[src/rtl/sync_ram_arb_pkg.sv]
// Shared types for the syncRAM arbiter: FSM states, the registered command and default widths.
// Round-robin arbitration is selected by defining SYNC_RAM_ARB_ROUND_ROBIN_EN.
package sync_ram_arb_pkg;

    localparam int DEF_ADDR_W = 8;
    localparam int DEF_DATA_W = 8;
    localparam int MAX_REQ    = 8;
    localparam int OWNER_W    = 3;

    typedef enum logic [1:0] {IDLE, ISSUE, WAIT, RESP} arb_state_e;

    // Sized for the default RAM; ADDR_W/DATA_W of the top must not exceed these.
    typedef struct packed {
        logic                  we;
        logic [DEF_ADDR_W-1:0] addr;
        logic [DEF_DATA_W-1:0] data;
        logic [OWNER_W-1:0]    owner;
    } arb_cmd_t;

    function automatic logic [OWNER_W-1:0] onehot_idx(input logic [MAX_REQ-1:0] v);
        onehot_idx = '0;
        for (int i = 0; i < MAX_REQ; i++) begin
            if (v[i]) onehot_idx = OWNER_W'(i);
        end
    endfunction

endpackage

[src/rtl/sync_ram_arbiter_rr_arbiter.sv]
// One-hot grant from a request vector. Round-robin when SYNC_RAM_ARB_ROUND_ROBIN_EN is
// defined (search starts after the last grant), otherwise fixed priority with index 0 highest.
module rr_arbiter #(
    parameter int NUM_REQ = 2
) (
    input  logic               clk,
    input  logic               rst_n,
    input  logic [NUM_REQ-1:0] req,
    input  logic               advance,
    output logic [NUM_REQ-1:0] grant
);

`ifdef SYNC_RAM_ARB_ROUND_ROBIN_EN
    localparam int PTR_W = (NUM_REQ > 1) ? $clog2(NUM_REQ) : 1;

    logic [PTR_W-1:0] ptr;
    logic [PTR_W-1:0] win;
    logic [PTR_W:0]   idx;
    logic             found;

    // NOTE: every variable written here gets a default first, so no path leaves one unassigned (no latch).
    always_comb begin
        grant = '0;
        win   = ptr;
        idx   = '0;
        found = 1'b0;
        for (int i = 0; i < NUM_REQ; i++) begin
            idx = {1'b0, ptr} + (PTR_W+1)'(i);
            if (idx >= (PTR_W+1)'(NUM_REQ)) idx = idx - (PTR_W+1)'(NUM_REQ);
            if (!found && req[idx]) begin
                found      = 1'b1;
                grant[idx] = 1'b1;
                win        = idx[PTR_W-1:0];
            end
        end
    end

    // NOTE: state registers use non-blocking assignments so every flop samples pre-edge values.
    always_ff @(posedge clk) begin
        if (!rst_n) begin
            ptr <= '0;
        end else if (advance) begin
            ptr <= (win == PTR_W'(NUM_REQ - 1)) ? '0 : win + 1'b1;
        end
    end
`else
    logic unused_rr;
    assign unused_rr = ^{clk, rst_n, advance};

    always_comb begin
        grant = '0;
        for (int i = NUM_REQ - 1; i >= 0; i--) begin
            if (req[i]) begin
                grant    = '0;
                grant[i] = 1'b1;
            end
        end
    end
`endif

endmodule

[src/rtl/sync_ram_arbiter.sv]
// Shares one syncRAM between NUM_REQ valid/ready requesters; one access in flight at a time.
// Arbitration policy is chosen by SYNC_RAM_ARB_ROUND_ROBIN_EN (see rr_arbiter).
module sync_ram_arbiter
    import sync_ram_arb_pkg::*;
#(
    parameter int NUM_REQ    = 2,
    parameter int ADDR_W     = DEF_ADDR_W,
    parameter int DATA_W     = DEF_DATA_W,
    parameter int RD_LATENCY = 1
) (
    input  logic                      Clk,
    input  logic                      Rst_n,
    input  logic [NUM_REQ-1:0]        ReqValid,
    output logic [NUM_REQ-1:0]        ReqReady,
    input  logic [NUM_REQ-1:0]        ReqWE,
    input  logic [NUM_REQ*ADDR_W-1:0] ReqAddr,
    input  logic [NUM_REQ*DATA_W-1:0] ReqData,
    output logic [NUM_REQ-1:0]        RspValid,
    output logic [DATA_W-1:0]         RspData,
    output logic                      RamCS,
    output logic                      RamWE,
    output logic                      RamRD,
    output logic [ADDR_W-1:0]         RamAddr,
    output logic [DATA_W-1:0]         RamDataIn,
    input  logic [DATA_W-1:0]         RamDataOut
);

    localparam int               CNT_W    = (RD_LATENCY > 1) ? $clog2(RD_LATENCY) : 1;
    localparam logic [CNT_W-1:0] CNT_LAST = CNT_W'(RD_LATENCY - 1);

    arb_state_e         state, state_nx;
    arb_cmd_t           cmd;
    logic [CNT_W-1:0]   cnt;
    logic [NUM_REQ-1:0] grant;
    logic               accept;
    logic               we_sel;
    logic [ADDR_W-1:0]  addr_sel;
    logic [DATA_W-1:0]  data_sel;

    rr_arbiter #(.NUM_REQ(NUM_REQ)) u_arb (
        .clk     (Clk),
        .rst_n   (Rst_n),
        .req     (ReqValid),
        .advance (accept),
        .grant   (grant)
    );

    // Gated by Rst_n so nothing is accepted while reset is being held.
    assign accept   = Rst_n && (state == IDLE) && (|ReqValid);
    assign ReqReady = accept ? grant : '0;

    always_comb begin
        we_sel   = 1'b0;
        addr_sel = '0;
        data_sel = '0;
        for (int i = 0; i < NUM_REQ; i++) begin
            if (grant[i]) begin
                we_sel   = ReqWE[i];
                addr_sel = ReqAddr[i*ADDR_W +: ADDR_W];
                data_sel = ReqData[i*DATA_W +: DATA_W];
            end
        end
    end

    always_comb begin
        state_nx  = state;
        RamCS     = 1'b0;
        RamWE     = 1'b0;
        RamRD     = 1'b0;
        RamAddr   = '0;
        RamDataIn = '0;
        RspValid  = '0;
        case (state)
            IDLE:  if (accept) state_nx = ISSUE;
            ISSUE: begin
                RamCS     = 1'b1;
                RamWE     = cmd.we;
                RamRD     = ~cmd.we;
                RamAddr   = cmd.addr[ADDR_W-1:0];
                RamDataIn = cmd.data[DATA_W-1:0];
                state_nx  = cmd.we ? IDLE : WAIT;
            end
            // RAM data is valid in the last WAIT cycle and captured on its closing edge.
            WAIT:  if (cnt == CNT_LAST) state_nx = RESP;
            RESP: begin
                for (int i = 0; i < NUM_REQ; i++) begin
                    RspValid[i] = (cmd.owner == OWNER_W'(i));
                end
                state_nx = IDLE;
            end
            default: state_nx = IDLE;
        endcase
    end

    always_ff @(posedge Clk) begin
        if (!Rst_n) begin
            state   <= IDLE;
            cmd     <= '0;
            cnt     <= '0;
            RspData <= '0;
        end else begin
            state <= state_nx;
            if (accept) begin
                cmd <= '{we:    we_sel,
                         addr:  DEF_ADDR_W'(addr_sel),
                         data:  DEF_DATA_W'(data_sel),
                         owner: onehot_idx(MAX_REQ'(grant))};
            end
            if (state == WAIT) begin
                cnt <= (cnt == CNT_LAST) ? '0 : cnt + 1'b1;
                if (cnt == CNT_LAST) RspData <= RamDataOut;
            end
        end
    end

endmodule

[config.mk]
export PLATFORM = sky130hd
export DESIGN_NAME = sync_ram_arbiter
export DESIGN_NICKNAME = d
export VERILOG_FILES = /design/src/rtl/sync_ram_arb_pkg.sv /design/src/rtl/sync_ram_arbiter_rr_arbiter.sv /design/src/rtl/sync_ram_arbiter.sv
export SDC_FILE = /design/constraint.sdc
export NUM_CORES = 1
export LEC_CHECK = 0
export CAP_MARGIN = 20
export CORE_MARGIN = 10
export CORE_UTILIZATION = 36
export DETAILED_ROUTE_END_ITERATION = 7
export PLACE_DENSITY = 0.89
export REMOVE_ABC_BUFFERS = 1
export SLEW_MARGIN = 20
export SYNTH_ARGS = -nofsm -noshare
export SYNTH_HDL_FRONTEND = slang
export SYNTH_SLANG_ARGS = --single-unit
[constraint.sdc]
create_clock -name Clk -period 1.52 [get_ports Clk]
set_clock_uncertainty 0.15 [all_clocks]
set_input_delay 0.304 -clock Clk [delete_from_list [all_inputs] [get_ports Clk]]
set_output_delay 0.304 -clock Clk [all_outputs]
set_load 0.03 [all_outputs]
=== After elaboration in Yosys (flattened, before gate mapping) ===
Index checks and enable logic that the tools add are counted.

* Output and inout bits: 31
* Register bits: 31
* Input port bits: 46
* Word-level logic and storage cells: 44

* Reduce and logical (&&, ||, !) cells: 7
* Equality and inequality tests: 6
* Add/subtract/negate cells: 1
* Bitwise operators: 2
* Mux-type cells: 21

{| class="wikitable"
|+ Operators with widths
! operator !! count
|-
| $mux 8 || 6
|-
| $mux 2 || 7
|-
| $pmux 2 s4 || 1
|-
| $mux 1 || 7
|-
| $eq 2x2->1 const B || 2
|-
| $ne 2x2->1 const B || 2
|-
| $reduce_and 2->1 || 2
|-
| $eq 3x1->1 const B || 1
|-
| $logic_not 3->1 || 1
|-
| $eq 2x1->1 const B || 1
|-
| $logic_and 1x1->1 || 2
|-
| $logic_not 2->1 || 1
|-
| $not 1->1 || 2
|-
| $reduce_or 2->1 || 1
|-
| $add 1x1->1 const B || 1
|}

=== Longest topological paths before layout ===
Gate-level depths: netlist of the first run.

* Depth after elaboration: 5
* Depth in mapped cells: 5
* Depth with buffers taken out: 3

=== By module ===
A second synthesis of the first run with hierarchy kept.

* Cell total of the unflattened synthesis: 140
* Area, all modules: 1328.8 sq um

{| class="wikitable"
|+ Modules (own cells, without submodules)
! module !! sequential area each (sq um) !! times used !! area each (sq um) !! cells each
|-
| sync_ram_arbiter || 560.5 || 1 || 1307.5 || 138
|-
| rr_arbiter || 0.0 || 1 || 21.3 || 2
|}

=== Worst setup path before layout of the first run ===
Ideal clock, no wire load.

* Kind: register to output
* Start point: reg (tool-made name)
* End point: out RamAddr[0]
* Required time: 1.066 ns
* Setup slack: -0.144 ns
* Arrival time: 1.210 ns
* Path buffers: 1
* Stages on the path, launching flop included: 4
* Cell sequence: dfxtp_1 -> and2b_4 -> buf_2 -> and2_1

{| class="wikitable"
|+ RTL lines
! element !! RTL line !! RTL
|-
| end: declaration || sync_ram_arbiter.sv:23 || <nowiki>output logic [ADDR_W-1:0] RamAddr,</nowiki>
|}

==> results by group, run 1 <==
Yosys
  – Post-Syn Instances: ~130
  – YS warnings: 0
  – Synth area leader: dfxtp_1
  – Synth cell types: 24
  – Avg Inst Size Synth: 9.342 µm²
  – Area contributors post-synth: dfxtp_1 (45%), o2bb2ai_1 (12%), a22oi_1 (10%), and2_1 (8.6%), nand2_1 (5.1%)
  – Netlist Area Pre-Place: about 1200 µm²
  – Synth top area share: 45.12%
  – Seq/Total Area, Yosys: between 40% and 50%
  – Yosys reg bits: 28

Hold path
  – Hold WC Path Type: in -> reg

Final layout
  – Antenna diode instance count: 0
  – Final #Nets: roughly 270
  – Design Area, Final: 2290 µm²
  – Layout cell share with drive strength beyond 1: 33.94%
  – Area grow syn2layout: 84.29%
  – Final Non-Filler Cells: 267
  – Util after Layout: between 60% and 70%

GRT
  – GRT Residual Overflow: 0
  – Vias in the first global route: 1492
  – Initial antenna violation count: 0
  – First-pass GRT wire length: 7231 µm
  – Largest net degree at the start of global routing: 18
  – Global Route Usage Sum: between 10 and 15%

Clocking
  – Root buffer cell: clkbuf_4
  – CTS HTree Levels: 1
  – Hold buffer count at CTS: 0
  – CTS tree: built
  – Clock sinks: 28
  – Clock latency on the worst-skew pair: roughly 0.33 ns
  – Cts bufs inserted: 3
  – Max clock buf depth: 2
  – Clock transition at path regs: 0.14 ns

Placed design
  – Port Buffer Count: 76
  – RePlAce Congestion: 0.6971
  – Place WS: -0.2618 ns
  – DP Cell Count: 258
  – Final HPWL DP: 3186 µm
  – Placed Area: 2068 µm²

Timing
  – Period utilization: 115.3%
  – Relative slew slack: 76.93%
  – Finish-stage setup viols: 23
  – Hold Vio Cnt, Final: 0
  – Fin Hold WS: roughly 0.25 ns
  – Max-slew violations: 0
  – TNS Setup: -4.605 ns
  – Unrepaired setup endpoints after global routing: true
  – Final WS setup: -0.2323 ns
  – Fmax: 0.5707 GHz
  – Worst-Margin Slew: roughly 0.35 ns
  – Tmin final: 1.752 ns

Worst setup path
  – Arrival @ worst endpoint: 1.30 ns
  – RR Endpoint: cmd[5]$_SDFFE_PN0P_
  – Worst Path Max Fanout: 5
  – FF-to-FF setup slack: 0.03 ns
  – CP Cell Sequence: and2b_4 -> and2b_1 -> buf_6
  – Setup crit end: RamRD
  – Critical path class: reg -> out
  – Worst setup EP type: output port
  – Worst EP required: 1.07 ns
  – Depth of the most critical reg-to-reg path: 7
  – Startpoint types: flip-flop
  – Worst stage delay on the critical path: 0.37 ns
  – Slowest stage cell, crit path: dfxtp_2

Routing
  – DRT Pass-1 Iters: 4
  – Vias per std cell: 5.052
  – Vias: roughly 1300
  – Antenna Nets Post-Route: 0
  – Iter 0 DRT Violations: 75
  – # DRC: 0
  – Post-Route WL: 4477 µm
  – Wire per inst: 16.77 µm

Run status
  – Failing checks: negative setup slack
  – Status: complete, but fails checks

Pwr
  – Cell Pwr Density: 754.1 nW/µm²
  – VDD IR max: 0.4233 mV
  – Total design power: 1.727 mW
  – Leakage: 0.9114 nW

Floorplanning
  – Placeable Area: 3337 µm²
  – I/O pins: 77
  – Num rows: 21
  – Die extent in x: just under 80 µm
  – DIE AREA: 6201 µm²
  – DIE HEIGHT: just under 80 µm
  – Initial Util: 37.23%

Flow run
  – Max-cap violations: 0
[where the power goes]
| group | internal, mW | leakage (nW) | switching [mW] |
|---|---|---|---|
| Sequential | 0.788 | 0.230 | 0.0342 |
| Clock | 0.147 | 0.0210 | 0.211 |
| Combinational | 0.299 | 0.660 | 0.248 |
[Yosys cell counts]
cell type  number
dfxtp_1        28
a22oi_1        17
and2_1         17
nand2_1        17
o2bb2ai_1      17
a21oi_1         9
buf_2           7
and3_1          3
nor2_1          2
nor2b_1         2
a211oi_1        1
a21oi_4         1
and2b_1         1
and2b_4         1
buf_4           1
buf_6           1
clkbuf_1        1
inv_1           1
nand2b_1        1
nand3_2         1
nor2_4          1
nor3_1          1
o21a_1          1
or2_4           1
[worst min path at each step]
stage,from,endpoint,depth (start not counted)
2_1_floorplan,ReqValid[0],cmd[0]$_SDFFE_PN0P_,1
3_3_place_gp,cmd[6]$_SDFFE_PN0P_,cmd[6]$_SDFFE_PN0P_,1
3_5_place_dp,cmd[18]$_SDFFE_PN0P_,cmd[18]$_SDFFE_PN0P_,1
4_1_cts,ReqValid[0],cmd[0]$_SDFFE_PN0P_,2
5_1_grt,ReqValid[0],cmd[0]$_SDFFE_PN0P_,2
6_report,ReqValid[0],cmd[0]$_SDFFE_PN0P_,2
[kinds of logic after synthesis]
logic type / Yosys count / synth area share (%)
simple gates: 48 / 21.55
compound gates: 46 / 28.40
buf+inv: 11 / 4.934
flops: 28 / 45.12
[layer usage]
layer | global-route usage (%) | wire length [µm]
met4 | 6.093 | 102
met3 | 3.266 | 294
met5 | 0 | 0
met2 | 26.64 | 2297
met1 | 14.67 | 1784
[worst max-delay path: cells and delay by family, from the launching register on]
kind          cells  cell delay (ns)
buf+inv           1             0.14
flops             1             0.37
simple gates      2             0.46
[repair_timing]
item,in CTS,in global routing
endpoints found under the setup margin,31,40
buffers inserted,2,0
cloned,3,0
gates resized for setup,72,0
pin swaps,14,0
[area by class of cell]
cell class                      instances  area (µm²)
Clock buffer                            4       36.28
Fill cell                             274        1047
Inverter                                1       3.754
Multi-Input combinational cell         97       688.2
Sequential cell                        28       565.5
Tap cell                               46       57.56
Timing Repair Buffer                   91       938.4
[registers in the layout, summed over array words and instances, names as in the netlist, named ones only]
register and cells:
RspData 8, state 1, cmd 18
[placed cells by master, fill, tap and decap left out, drive strengths merged]
cell / count
nor2: 3
a22oi: 17
o2bb2ai: 17
or2: 1
clkdlybuf4s15: 8
clkbuf: 4
a21oi: 10
and2b: 5
nand2: 17
and3: 3
dfxtp: 28
clkdlybuf4s50: 43
nor3: 1
nand2b: 1
nor2b: 2
buf: 38
a211oi: 1
and2: 17
nand3: 1
inv: 1
o21a: 1
dlygate4sd2: 2
Power figures use the tool's default switching activity.
==> run 2: changes to the inputs <==
--- a/config.mk
+++ b/config.mk
@@ -9,9 +9,11 @@
 export CORE_MARGIN = 10
 export CORE_UTILIZATION = 36
 export DETAILED_ROUTE_END_ITERATION = 7
+export MAX_ROUTING_LAYER = met4
 export PLACE_DENSITY = 0.89
 export REMOVE_ABC_BUFFERS = 1
 export SLEW_MARGIN = 20
 export SYNTH_ARGS = -nofsm -noshare
 export SYNTH_HDL_FRONTEND = slang
 export SYNTH_SLANG_ARGS = --single-unit
+export TNS_END_PERCENT = 5
==> run 2 against run 1 <==
  * The run still ends with negative setup slack left
  * Final cell count did not move
  * Maximum frequency about the same
  * Cell area shrank 0.87%
  * Register-to-register slack hardly changed
  * Sequential share of layout area increased by 0.22 points
  * Combinational power decreased by 0.7%
  * Critical path depth increased by 1
  * Sequential cell count unchanged
  * Via count decreased by 1.3%
==> results by group, run 2 (synthesized netlist as in run 1, its figures left out) <==
Worst setup path
  – Critical path class: reg -> out
  – Worst setup EP type: output port
  – FF-to-FF setup slack: 0.04 ns (about the same)
  – Depth of the most critical reg-to-reg path: 7 (unchanged)
  – Startpoint types: flip-flop
  – RR Endpoint: cmd[5]$_SDFFE_PN0P_
  – Worst Path Max Fanout: 6 (+1)
  – Worst EP required: 1.07 ns (about the same)
  – Crit path from: state[0]$_SDFFE_PN0P_
  – Arrival @ worst endpoint: 1.30 ns (about the same)

Timing
  – Period utilization: 115.3% (about the same)
  – Unrepaired setup endpoints after global routing: true
  – Max-slew violations: 0 (unchanged)
  – Hold Vio Cnt, Final: 0 (unchanged)
  – Tmin final: 1.752 ns (-0.0001390 ns)
  – Final WS setup: -0.2322 ns (+0.0001390 ns)
  – Worst-Margin Slew: 0.3405 ns (-0.005544 ns)
  – Relative slew slack: 77.30% (+0.37 points)
  – Fmax: 0.5707 GHz (about the same)
  – Finish-stage setup viols: 23 (unchanged)

Clocking
  – Clock sinks: 28 (unchanged)
  – Clock transition at path regs: 0.14 ns (about the same)
  – Hold buffer count at CTS: 0 (unchanged)
  – Root buffer cell: clkbuf_4
  – Clock latency on the worst-skew pair: 0.33 ns (about the same)
  – CTS tree: built
  – Cts bufs inserted: 3 (unchanged)
  – Max clock buf depth: 2 (unchanged)
  – CTS HTree Levels: 1 (unchanged)

Final layout
  – Antenna diode instance count: 0 (unchanged)
  – Number of flip-flops in the largest register: 18 (unchanged)
  – Commonest non-fill, non-tap cells in the layout: clkdlybuf4s50_1 (43), dfxtp_1 (26), buf_6 (22)
  – Largest reg by FF count: cmd
  – Final #Nets: 268 (unchanged)
  – Commonest non-fill, non-tap cell in the layout: clkdlybuf4s50_1
  – Design Area, Final: 2270 µm² (-0.87%)
  – Layout cell share with drive strength beyond 1: 31.67% (-2.3 points)
  – Area grow syn2layout: 82.68%
  – Top Registers: cmd (18), RspData (8), state (1)

Pwr
  – Leakage: 0.9030 nW (-0.92%)
  – VDD IR max: 0.4234 mV (about the same)
  – Cell Pwr Density: 757.0 nW/µm² (+0.39%)
  – Total design power: 1.718 mW (-0.49%)

Placed design
  – RePlAce Congestion: 0.7047 (+1.1%)
  – Final HPWL DP: 3186 µm (unchanged)
  – Port Buffer Count: 76 (unchanged)
  – Place WS: -0.2618 ns (unchanged)
  – Placed Area: 2068 µm² (unchanged)

Routing
  – Vias: 1332 (-1.3%)
  – # DRC: 0 (unchanged)
  – Wire per inst: 16.72 µm (-0.27%)
  – DRT Pass-1 Iters: 4 (unchanged)
  – Iter 0 DRT Violations: 99 (+32%)
  – Antenna Nets Post-Route: 0 (unchanged)
  – Vias per std cell: 4.989 (-1.3%)
  – Post-Route WL: 4465 µm (-0.27%)

Hold path
  – Worst Hold Path EP: cmd[0]$_SDFFE_PN0P_
  – Hold Path Depth: 2 (unchanged)
  – Hold Crit Start: ReqValid[0]
  – Hold WC Path Type: in -> reg

Floorplanning
  – DIE AREA: 6201 µm² (unchanged)
  – Die extent in x: 78.75 µm (unchanged)
  – Initial Util: 37.23% (unchanged)
  – Num rows: 21 (unchanged)
  – I/O pins: 77 (unchanged)
  – Placeable Area: 3337 µm² (unchanged)
  – DIE HEIGHT: 78.75 µm (unchanged)

Run status
  – Status: complete, but fails checks
  – Failing checks: negative setup slack

GRT
  – GRT Residual Overflow: 0 (unchanged)
  – Largest net degree at the start of global routing: 18 (unchanged)
  – Global Route Usage Sum: 14.44% (+0.26 points)
  – Vias in the first global route: 1479 (-0.87%)
  – First-pass GRT wire length: 7120 µm (-1.5%)
  – Initial antenna violation count: 0 (unchanged)

Flow run
  – Max-cap violations: 0 (unchanged)
[run 2: cell types whose count changed in the layout (fill, tap and decap cells not counted)]
cell / before / now
and2_1: 4 / 9
buf_4: 12 / 14
and2_4: 13 / 8
buf_6: 24 / 22
[run 2: cell type report]
type                       count  area [µm²]
sequential                    28       565.5
tap                           46       57.56
clock buffer                   4       36.28
inverter                       1       3.754
multi-input combinational     97       675.6
fill                         278        1067
timing repair buffer          91       930.9
[run 2: power by group]
| group | switching, mW | internal (mW) |
|---|---|---|
| registers | 0.0324 | 0.788 |
| clock network | 0.209 | 0.147 |
| logic | 0.248 | 0.295 |
| total | 0.489 | 1.23 |
[run 2: how the worst max path moves through the flow]
stage | to | slack [ns] | depth (start not counted)
5_1_grt | RamRD | -0.30 | 3
2_1_floorplan | ReqReady[1] | -0.31 | 2
4_1_cts | RamRD | -0.24 | 3
3_3_place_gp | ReqReady[1] | -0.25 | 4
3_5_place_dp | ReqReady[1] | -0.26 | 4
6_report | ReqReady[1] | -0.23 | 4
[run 2: per-stage QoR]
| step | TNS [ns] | hold WS, ns | utilization (%) | std cells |
|---|---|---|---|---|
| finish | -4.465 | 0.2736 | 68.02 | 267 |
| global route | -7.074 | 0.2758 | 68.02 | 267 |
| CTS | -4.708 | 0.2551 | 67.57 | 267 |
| detailed placement | -4.638 | 0.2896 | 61.98 | 258 |
| global placement | -3.961 | 0.2871 | 61.98 | 258 |
| floorplan | -0.3106 | 0.2506 | - | 123 |
[run 2: repair_timing]
| item | 4_1_cts | 5_1_grt |
|---|---|---|
| pin swaps | 9 | 0 |
| endpoints found under the setup margin | 31 | 40 |
| buffers inserted | 2 | 0 |
| cloned | 3 | 0 |
| gates resized for setup | 61 | 4 |
[run 2: worst max-delay path, cell delays in order, from the launching register on]
cell and delay, ns:
dfxtp_4 0.39, buf_6 0.12, nor2_4 0.12, and3_1 0.19, buf_6 0.14
[run 2: metal layers]
| layer | GRT usage, % | share of wire [%] |
|---|---|---|
| met4 | 5.556 | 1.7 |
| met3 | 2.027 | 4.7 |
| met1 | 15.33 | 43 |
| met5 | - | 0 |
| met2 | 26.48 | 50 |
==> run 3: changes to the inputs <==
--- a/config.mk
+++ b/config.mk
@@ -6,6 +6,7 @@
 export NUM_CORES = 1
 export LEC_CHECK = 0
 export CAP_MARGIN = 20
+export CORE_ASPECT_RATIO = 1.75
 export CORE_MARGIN = 10
 export CORE_UTILIZATION = 36
 export DETAILED_ROUTE_END_ITERATION = 7
==> run 3 against run 2 <==
  * The run still ends with negative setup slack left
  * Final cell count unchanged
  * Maximum frequency up 4.7%
  * Cell area down 0.44%
  * Sequential cell count unchanged
  * Register-to-register slack better by 0.08 ns
  * Largest power group unchanged
==> results by group, run 3 (synthesized netlist as in run 1, its figures left out) <==
Run status
  – Status: complete, but fails checks
  – Failing checks: negative setup slack

Pwr
  – Total net switching power: 0.4925 mW (+0.79%)
  – Flop pwr share: 47.2% (-0.6 points)
  – Clock network power share: 22.5% (+1.8 points)
  – Sw frac: 28.31% (-0.13 points)
  – Cell Pwr Density: 769.8 nW/µm² (+1.7%)
  – Total design power: 1.740 mW (+1.3%)
  – Gate power share: 30.3% (-1.3 points)
  – Leakage: 0.9472 nW (+4.9%)
  – VDD IR max: 0.5154 mV (+22%)
  – Int Power: 1.247 mW (+1.4%)

Placed design
  – Final HPWL DP: 3458 µm (+8.6%)
  – RePlAce Congestion: 0.7987 (+13%)
  – Place WS: -0.2290 ns (+0.03283 ns)
  – DP Cell Count: 260 (+0.78%)
  – Port Buffer Count: 76 (unchanged)

Clocking
  – CTS tree: built
  – CTS HTree Levels: 1 (unchanged)
  – Hold buffer count at CTS: 0 (unchanged)
  – Clock sinks: 28 (unchanged)
  – Cts bufs inserted: 3 (unchanged)
  – Clock transition at path regs: 0.09 ns (-0.05 ns)
  – Root buffer cell: clkbuf_8
  – Max clock buf depth: 2 (unchanged)
  – Clock latency on the worst-skew pair: 0.27 ns (-0.06 ns)

Worst setup path
  – Worst EP required: 1.07 ns (about the same)
  – RR Endpoint: cmd[7]$_SDFFE_PN0P_
  – Critical path class: reg -> out
  – Arrival @ worst endpoint: 1.22 ns (-0.08 ns)
  – Worst Path Max Fanout: 5 (-1)
  – Worst setup EP type: output port
  – Depth of the most critical reg-to-reg path: 6 (-1)
  – FF-to-FF setup slack: 0.12 ns (+0.08 ns)
  – Startpoint types: flip-flop

Timing
  – Relative slew slack: 78.27% (+0.97 points)
  – Unrepaired setup endpoints after global routing: true
  – Final WS setup: -0.1538 ns (+0.07834 ns)
  – Fin Hold WS: 0.2612 ns (-0.01246 ns)
  – Fmax: 0.5974 GHz (+4.7%)
  – Period utilization: 110.1% (-5.2 points)
  – Max-slew violations: 0 (unchanged)
  – Tmin final: 1.674 ns (-0.07834 ns)
  – Worst-Margin Slew: 0.3273 ns (-0.01321 ns)
  – Finish-stage setup viols: 23 (unchanged)
  – Hold Vio Cnt, Final: 0 (unchanged)

Floorplanning
  – DIE AREA: 6294 µm² (+1.5%)
  – Die extent in x: 64.41 µm (-18%)
  – I/O pins: 77 (unchanged)
  – Num rows: 28 (+33%)
  – Placeable Area: 3363 µm² (+0.79%)
  – DIE HEIGHT: 97.72 µm (+24%)
  – Initial Util: 36.94% (-0.29 points)

Hold path
  – Worst Hold Path EP: cmd[0]$_SDFFE_PN0P_
  – Hold Crit Start: ReqValid[1]
  – Hold WC Path Type: in -> reg
  – Hold Path Depth: 3 (+1)

GRT
  – Largest net degree at the start of global routing: 20 (+2)
  – GRT Residual Overflow: 0 (unchanged)
  – Global Route Usage Sum: 13.77% (-0.67 points)
  – First-pass GRT wire length: 6900 µm (-3.1%)
  – Vias in the first global route: 1461 (-1.2%)
  – Initial antenna violation count: 0 (unchanged)

Final layout
  – Largest reg by FF count: cmd
  – Commonest non-fill, non-tap cell in the layout: clkdlybuf4s50_1
  – Number of flip-flops in the largest register: 18 (unchanged)
  – Commonest non-fill, non-tap cells in the layout: clkdlybuf4s50_1 (42), dfxtp_1 (26), buf_6 (22), buf_4 (18)
  – Layout cell share with drive strength beyond 1: 29.73% (-1.9 points)
  – Area grow syn2layout: 81.87%
  – Final Non-Filler Cells: 267 (unchanged)
  – Antenna diode instance count: 0 (unchanged)
  – Top Registers: cmd (18), RspData (8), state (1)
  – Final #Nets: 270 (+0.75%)

Routing
  – DRT Pass-1 Iters: 4 (unchanged)
  – Post-Route WL: 4549 µm (+1.9%)
  – Antenna Nets Post-Route: 0 (unchanged)
  – # DRC: 0 (unchanged)
  – Vias per std cell: 4.970 (-0.38%)
  – Vias: 1327 (-0.38%)
  – Iter 0 DRT Violations: 41 (-59%)
  – Wire per inst: 17.04 µm (+1.9%)

Flow run
  – Max-cap violations: 0 (unchanged)
[run 3: cell count changes in the layout (fill, tap and decap cells not counted), moves of 2 or more]
cell / delta
dlygate4sd2_1: +8
buf_12: -2
clkbuf_4: -3
clkdlybuf4s15_2: -8
clkbuf_8: +2
buf_4: +4
[run 3: worst max-delay path by stage]
stage                            from              endpoint  slack [ns]  cells past startpoint
after floorplan           ReqValid[1]           ReqReady[1]       -0.31                      2
after global placement    ReqValid[1]           ReqReady[1]       -0.22                      4
after detailed placement  ReqValid[0]  cmd[13]$_SDFFE_PN0P_       -0.23                      5
after CTS                   flip-flop                 RamRD       -0.24                      3
after global routing        flip-flop           ReqReady[0]       -0.20                      4
final                       flip-flop          RamDataIn[3]       -0.15                      3
[run 3: timing repair]
item	4_1_cts	5_1_grt
pin swaps	0	9
setup endpoints to repair	31	23
gates cloned	0	3
resized for setup	31	23
endpoints found under the hold margin	0	0
buffers inserted	0	1
[run 3: layout make-up]
type | instances | area (µm²)
Timing Repair Buffer | 93 | 903.4
Sequential cell | 28 | 565.5
Tap cell | 45 | 56.30
Inverter | 1 | 3.754
Multi-Input combinational cell | 97 | 689.4
Clock buffer | 3 | 41.29
Fill cell | 277 | 1104
[run 3: stage by stage]
| stage | utilization (%) | cell area [µm²] | setup TNS (ns) |
|---|---|---|---|
| floorplan | - | 1185 | -0.3106 |
| global placement | 61.38 | 2064 | -3.361 |
| detailed placement | 61.38 | 2064 | -3.916 |
| CTS | 64.51 | 2170 | -4.050 |
| global route | 67.19 | 2260 | -3.695 |
| finish | 67.19 | 2260 | -2.674 |
[run 3: power by group through the flow]
stage | Clock, mW | Sequential [mW] | Combinational [mW]
detailed placement | 0 | 0.829 | 0.491
global route | 0.433 | 0.827 | 0.568
floorplan | 0 | 0.850 | 0.189
finish | 0.391 | 0.820 | 0.528
global placement | 0 | 0.827 | 0.481
CTS | 0.405 | 0.813 | 0.499
[run 3: routing by layer]
layer	vias up	part of all wire (%)	track usage, %	wire length [µm]
met5	-	0	-	0
met4	0	1.5	5.298	69
met3	6	4.7	2.771	213
met2	52	55	24.54	2505
met1	610	39	14.11	1761
li1	659	-	-	-
[run 3: critical path, cell delays in order, from the launching register on]
cell	delay, ns
dfxtp_4	0.37
and2b_2	0.27
and2_4	0.17
buf_6	0.13
